**src/rtl/vend_credit_ctrl_if.sv**
```systemverilog
// Board-side bundle of the vend credit controller: c_e enable, raw switches,
// price input and the registered credit/dispense/change outputs.
interface vend_credit_ctrl_if #(
    parameter int unsigned W = 8
);
    logic         c_e;
    logic         coin_n;
    logic         coin_d;
    logic         coin_q;
    logic         btn_buy;
    logic         btn_refund;
    logic [W-1:0] price;
    logic [W-1:0] credit;
    logic         dispense;
    logic         change_valid;
    logic [W-1:0] change_amt;
    logic         coin_reject;
    logic         short;
    logic         busy;

    // Board / stimulus side
    modport master (
        output c_e, coin_n, coin_d, coin_q, btn_buy, btn_refund, price,
        input  credit, dispense, change_valid, change_amt, coin_reject, short, busy
    );

    // Controller side
    modport slave (
        input  c_e, coin_n, coin_d, coin_q, btn_buy, btn_refund, price,
        output credit, dispense, change_valid, change_amt, coin_reject, short, busy
    );
endinterface

```
**src/rtl/vend_credit_ctrl.sv**
```systemverilog
// Vending credit controller: debounces coins and buttons on c_e rising edges,
// accumulates credit and runs the IDLE/VEND/CHANGE transaction machine.
module vend_credit_ctrl #(
    parameter int unsigned DB_TICKS   = 3,
    parameter int unsigned W          = 8,
    parameter int unsigned CREDIT_MAX = 250,
    parameter int unsigned VAL_N      = 5,
    parameter int unsigned VAL_D      = 10,
    parameter int unsigned VAL_Q      = 25
) (
    input logic               clk,
    input logic               clr_n,
    vend_credit_ctrl_if.slave bus
);
    typedef enum logic [1:0] {IDLE, VEND, CHANGE} state_t;

    localparam int unsigned NCH     = 5;
    localparam logic [3:0]  DB_LAST = 4'(DB_TICKS - 1);
    localparam logic [W:0]  MAX_X   = (W+1)'(CREDIT_MAX);
    localparam logic [W:0]  V_N     = (W+1)'(VAL_N);
    localparam logic [W:0]  V_D     = (W+1)'(VAL_D);
    localparam logic [W:0]  V_Q     = (W+1)'(VAL_Q);

    // Channel order: 0 nickel, 1 dime, 2 quarter, 3 buy, 4 refund
    logic [NCH-1:0] raw, db, db_d, ev;
    logic [3:0]     cnt [NCH];
    logic           c_e_d, tick;

    state_t         state, state_nx;
    logic [W-1:0]   price_l, price_l_nx, credit_nx, amt_nx, remain;
    logic [W:0]     coin_val, coin_sum;
    logic           disp_nx, cv_nx, rej_nx, short_nx;
    logic           coin_ev, buy_ev, ref_ev;

    assign raw     = {bus.btn_refund, bus.btn_buy, bus.coin_q, bus.coin_d, bus.coin_n};
    assign tick    = bus.c_e & ~c_e_d;
    assign ev      = db & ~db_d;
    assign coin_ev = |ev[2:0];
    assign buy_ev  = ev[3];
    assign ref_ev  = ev[4];

    // Edge-detect c_e and debounce all five inputs on each tick
    always_ff @(posedge clk or negedge clr_n) begin
        if (!clr_n) begin
            c_e_d <= 1'b0;
            db    <= '0;
            db_d  <= '0;
            for (int unsigned i = 0; i < NCH; i++) cnt[i] <= '0;
        end else begin
            c_e_d <= bus.c_e;
            db_d  <= db;
            if (tick) begin
                for (int unsigned i = 0; i < NCH; i++) begin
                    if (raw[i] == db[i]) begin
                        cnt[i] <= '0;
                    end else if (cnt[i] == DB_LAST) begin
                        db[i]  <= raw[i];
                        cnt[i] <= '0;
                    end else begin
                        cnt[i] <= cnt[i] + 4'd1;
                    end
                end
            end
        end
    end

    // Next state and next registered outputs; change pulses are decided one
    // cycle early so change_valid is already registered during CHANGE.
    always_comb begin
        coin_val   = ev[2] ? V_Q : (ev[1] ? V_D : V_N);
        coin_sum   = {1'b0, bus.credit} + coin_val;
        remain     = bus.credit - price_l;
        state_nx   = state;
        price_l_nx = price_l;
        credit_nx  = bus.credit;
        amt_nx     = bus.change_amt;
        disp_nx    = 1'b0;
        cv_nx      = 1'b0;
        rej_nx     = 1'b0;
        short_nx   = 1'b0;
        unique case (state)
            IDLE: begin
                if (ref_ev) begin
                    if (bus.credit != '0) begin
                        state_nx = CHANGE;
                        cv_nx    = 1'b1;
                        amt_nx   = bus.credit;
                    end
                end else if (buy_ev) begin
                    if (bus.price != '0 && bus.credit >= bus.price) begin
                        price_l_nx = bus.price;
                        state_nx   = VEND;
                        disp_nx    = 1'b1;
                    end else begin
                        short_nx = 1'b1;
                    end
                end
                if (coin_ev) begin
                    if (buy_ev || ref_ev || coin_sum > MAX_X) rej_nx = 1'b1;
                    else credit_nx = coin_sum[W-1:0];
                end
            end
            VEND: begin
                credit_nx = remain;
                state_nx  = CHANGE;
                if (remain != '0) begin
                    cv_nx  = 1'b1;
                    amt_nx = remain;
                end
                rej_nx = coin_ev;
            end
            CHANGE: begin
                credit_nx = '0;
                state_nx  = IDLE;
                rej_nx    = coin_ev;
            end
            default: state_nx = IDLE;
        endcase
    end

    // FSM state and latched price
    always_ff @(posedge clk or negedge clr_n) begin
        if (!clr_n) begin
            state   <= IDLE;
            price_l <= '0;
        end else begin
            state   <= state_nx;
            price_l <= price_l_nx;
        end
    end

    // Registered outputs
    always_ff @(posedge clk or negedge clr_n) begin
        if (!clr_n) begin
            bus.credit       <= '0;
            bus.change_amt   <= '0;
            bus.dispense     <= 1'b0;
            bus.change_valid <= 1'b0;
            bus.coin_reject  <= 1'b0;
            bus.short        <= 1'b0;
            bus.busy         <= 1'b0;
        end else begin
            bus.credit       <= credit_nx;
            bus.change_amt   <= amt_nx;
            bus.dispense     <= disp_nx;
            bus.change_valid <= cv_nx;
            bus.coin_reject  <= rej_nx;
            bus.short        <= short_nx;
            bus.busy         <= (state_nx != IDLE);
        end
    end
endmodule

```
**src/flat_wrapper.sv**
```systemverilog
// flat-port wrapper written by rule: the top's interface ports become plain ports
module vend_credit_ctrl_flat 
#(
    parameter int unsigned DB_TICKS   = 3,
    parameter int unsigned W          = 8,
    parameter int unsigned CREDIT_MAX = 250,
    parameter int unsigned VAL_N      = 5,
    parameter int unsigned VAL_D      = 10,
    parameter int unsigned VAL_Q      = 25
)
  (clk, clr_n, bus_c_e, bus_coin_n, bus_coin_d, bus_coin_q, bus_btn_buy, bus_btn_refund, bus_price, bus_credit, bus_dispense, bus_change_valid, bus_change_amt, bus_coin_reject, bus_short, bus_busy);
  vend_credit_ctrl_if #(.W(W)) bus_i ();
  input logic clk;
  input logic clr_n;
  input wire logic [$bits(bus_i.c_e)-1:0] bus_c_e;
  input wire logic [$bits(bus_i.coin_n)-1:0] bus_coin_n;
  input wire logic [$bits(bus_i.coin_d)-1:0] bus_coin_d;
  input wire logic [$bits(bus_i.coin_q)-1:0] bus_coin_q;
  input wire logic [$bits(bus_i.btn_buy)-1:0] bus_btn_buy;
  input wire logic [$bits(bus_i.btn_refund)-1:0] bus_btn_refund;
  input wire logic [$bits(bus_i.price)-1:0] bus_price;
  output wire logic [$bits(bus_i.credit)-1:0] bus_credit;
  output wire logic [$bits(bus_i.dispense)-1:0] bus_dispense;
  output wire logic [$bits(bus_i.change_valid)-1:0] bus_change_valid;
  output wire logic [$bits(bus_i.change_amt)-1:0] bus_change_amt;
  output wire logic [$bits(bus_i.coin_reject)-1:0] bus_coin_reject;
  output wire logic [$bits(bus_i.short)-1:0] bus_short;
  output wire logic [$bits(bus_i.busy)-1:0] bus_busy;
  assign bus_i.c_e = bus_c_e;
  assign bus_i.coin_n = bus_coin_n;
  assign bus_i.coin_d = bus_coin_d;
  assign bus_i.coin_q = bus_coin_q;
  assign bus_i.btn_buy = bus_btn_buy;
  assign bus_i.btn_refund = bus_btn_refund;
  assign bus_i.price = bus_price;
  assign bus_credit = bus_i.credit;
  assign bus_dispense = bus_i.dispense;
  assign bus_change_valid = bus_i.change_valid;
  assign bus_change_amt = bus_i.change_amt;
  assign bus_coin_reject = bus_i.coin_reject;
  assign bus_short = bus_i.short;
  assign bus_busy = bus_i.busy;
  vend_credit_ctrl #(.DB_TICKS(DB_TICKS), .W(W), .CREDIT_MAX(CREDIT_MAX), .VAL_N(VAL_N), .VAL_D(VAL_D), .VAL_Q(VAL_Q)) u_core (.clk(clk), .clr_n(clr_n), .bus(bus_i));
endmodule
```
**config.mk**
```make
export PLATFORM = sky130hd
export DESIGN_NAME = vend_credit_ctrl_flat
export DESIGN_NICKNAME = d
export VERILOG_FILES = /design/src/rtl/vend_credit_ctrl_if.sv /design/src/rtl/vend_credit_ctrl.sv /design/src/flat_wrapper.sv
export SDC_FILE = /design/constraint.sdc
export NUM_CORES = 1
export LEC_CHECK = 0
export BUFFER_PORTS_ARGS = -buffer_cell sky130_fd_sc_hd__buf_2
export CORE_MARGIN = 2
export CORE_UTILIZATION = 40
export CTS_CLUSTER_SIZE = 25
export DETAILED_ROUTE_END_ITERATION = 7
export GPL_TIMING_DRIVEN = 0
export PLACE_DENSITY_LB_ADDON = 0.25
export SLEW_MARGIN = 10
export SYNTH_ARGS = -nofsm -noshare
export SYNTH_HDL_FRONTEND = slang
export SYNTH_SLANG_ARGS = --single-unit
```
**constraint.sdc**
```tcl
create_clock -name clk -period 3 [get_ports clk]
set_input_delay 0.45 -clock clk [delete_from_list [all_inputs] [get_ports clk]]
set_output_delay 0.45 -clock clk [all_outputs]
set_load 0.1 [all_outputs]
```
==> metrics.cfg <==
[synth]
yosys.area.top_type=dfrtp_1
synth_edf_count=0
synth_nets=442
ys_ff_latch=62
async_reset_ff_share_pct=100
synth_area_mm2=0.00379
ys.flop_type=dfrtp_1
ys_seq_area_share_pct=40.9
synth_top_cell_area_share_pct=40.9
ys_types=45
syn_inst=390
ys_top_cells_by_area=dfrtp_1, ha_1, o21ai_0, mux2_2, inv_1
yosys_warnings=0
synth.avg_cell_area_um2=9.72

[global_routing]
grtUsageTotal_pct=17.0
overflow=0
antenna_found_initial=0
grt_pass1_wl_mm=13.6
grt_pass1_vias=2917
grt_max_degree=63

[worst_setup_path]
path_cells=nor2b_4 -> buf_4 -> or2_4 -> inv_2 -> ha_4 -> a211oi_4 -> nor2_2 -> xnor2_2 -> or4b_4 -> o41ai_4 -> buf_6 -> o31ai_4 -> a211o_1
crit_slowest_cell=or4b_4
arrival_ps=3270
max_stage_delay_ps=560
cp_top_family=simple AND/OR/NAND/NOR gates
start_kind=flop
crit_type=flop to flop
critPathRequiredTime_ps=3230
cp-end-kind=flop
cp_num_buf_inv=3
crit_path_start=u_core.db[1]
worstPathMaxFanout=5
regToRegStartpoint=u_core.db[1]

[detailed_routing]
wire_per_inst_um=14.4
via_count=3001
vias_per_cell=5.29
drc=0
first_pass_iters=4
wl_mm=8.14
antenna_left=0
drtIter0Drc=78

[sta]
whs_ps=162
fmax_ghz=0.329
finalCritPeriodShare_pct=101
setup_viol=1
rsz0062_at_grt=true
hold_viol=0
min_period_ps=3040
relSlewSlack_pct=46.6
tightest_slew_ps=801
worst_slack_ps=-42.7
slew_violations=0
skew_ps=9.08

[cts]
clkTransAtPathRegs_ps=70
cts_tree=yes
cts_sinks=62
root_buffer=clkbuf_8
clockBufferDepth=2
cts_buffers=9
ctsHtreeMaxLevel=3
clk_latency_ps=340
cts_hold_buf=0

[floorplan]
die_height_um=101
die-area_mm2=0.0103
rows=35
core_area_mm2=0.00920
start_util_pct=41.2
die_w_um=101
io_pins=37

[cells_and_area]
fin_util_pct=49.7
nFillCells=820
nets=503
seqCellArea_mm2=0.00156
multi_input_area_mm2=0.00221
final_cells=567
area_growth_pct=20.7
drive_gt1_share_pct=25.9
n_antenna_cell=0

[place]
dpl_worst_slack_ps=-423
io_buffers=36
dpl.hpwl_mm=6.02
routabilityCongestion=0.901
dp.cells=537

[job]
drv_cap=0

[run_status]
outcome=finished, violations left
violations=negative setup slack

[worst_hold_path]
hold_path_class=input port to asynchronous set/reset pin

state kept, by name, summed over array words and instances (netlist names):
signal                   count
u_core.bus.short             1
u_core.bus.credit            8
u_core.db_d                  5
u_core.bus.coin_reject       1
u_core.bus.busy              1
u_core.c_e_d                 1
u_core.bus.dispense          1
u_core.price_l               8
u_core.cnt                  20
u_core.bus.change_amt        8
u_core.state                 2
u_core.bus.change_valid      1
u_core.db                    5
cells by family after synthesis:
family / after synthesis / share of synthesized area, %
buffers and inverters: 42 / 4.39
muxes: 24 / 6.83
and+or+nand+nor: 118 / 16.3
adders and majority gates: 36 / 12.3
AOI/OAI and AO/OA: 95 / 16.2
DFF: 62 / 40.9
xor gates and xnor gates: 13 / 3.00
stage by stage:
stage | area (um2) | TNS, ps
2_1_floorplan | 3840 | -576
3_3_place_gp | 4160 | -2810
3_5_place_dp | 4160 | -3320
4_1_cts | 4440 | -383
5_1_grt | 4570 | -739
6_report | 4570 | -42.7
area by class of cell:
cell class / instances / share of cell area (%)
repair buffers: 50 / 6.37
well taps: 111 / 3.04
multi-input cells: 286 / 48.3
flip-flops and latches: 62 / 34.1
plain buffers: 11 / 1.20
clock inverters: 3 / 0.930
inverters: 31 / 2.54
clock buffers: 13 / 3.47
cells in the mapped netlist, types with 9 or more instances:
master,n
mux2i_1,9
nor2_1,23
nand2b_1,14
inv_1,31
nor3_1,9
a21oi_1,12
nand3_1,12
mux2_2,15
ha_1,34
o21ai_0,45
nand2_1,23
nor2b_1,12
dfrtp_1,62
final timing paths:
kind	endpoint	slack, ps	cells past startpoint
worst max-delay path	u_core.bus.credit[7]	-40	13
worst min-delay path	u_core.price_l[2]	160	1
worst max register to register	u_core.bus.credit[7]	-40	13
worst min register to register	u_core.db_d[3]	450	0
max in group asynchronous	u_core.bus.credit[1]	2190	1
min in group clk	u_core.c_e_d	230	1
worst register-to-register path: cells and delay by family, from the launching register on:
| kind | cells | cell delay [ps] |
|---|---|---|
| AND/OR/NAND/NOR | 4 | 1010 |
| flip-flops | 1 | 380 |
| AO/OA/AOI/OAI | 4 | 840 |
| XOR/XNOR | 1 | 140 |
| buffers and inverters | 3 | 360 |
| adder cells (fa/ha/maj) | 1 | 210 |
metal layers:
layer	global-route usage [%]	part of all wire, %	wire (um)	vias up
met2	30.4	50	4050	53
met4	6.44	2.1	173	0
met5	0	0	0	-
li1	-	-	-	1505
met1	20.3	45	3660	1425
met3	3.31	3.1	252	18
what timing repair did:
item,4_1_cts,5_1_grt
setup endpoints to repair,11,17
pin swaps,3,13
setup buffers,7,7
resized for setup,7,17
placed cells by master, fill, tap and decap left out, drive strengths merged, types with 2 or more instances in the layout:
cell / instances
dfrtp: 62
buf: 53
o21ai: 45
ha: 34
inv: 31
nor2: 24
nand2: 23
clkbuf: 21
mux2: 15
nand2b: 14
nand3: 12
nor2b: 12
a21oi: 12
nor3: 9
mux2i: 9
o31ai: 8
xor2: 7
or2: 6
xnor2: 6
a21o: 5
nor4: 5
nor3b: 5
a211oi: 5
a31oi: 4
o21a: 3
o22a: 3
and3: 2
o21bai: 2
o31a: 2
fa: 2
or4b: 2
Power is not shown: default switching activity piles up to over one toggle a cycle in this logic, so the estimate is an artifact.
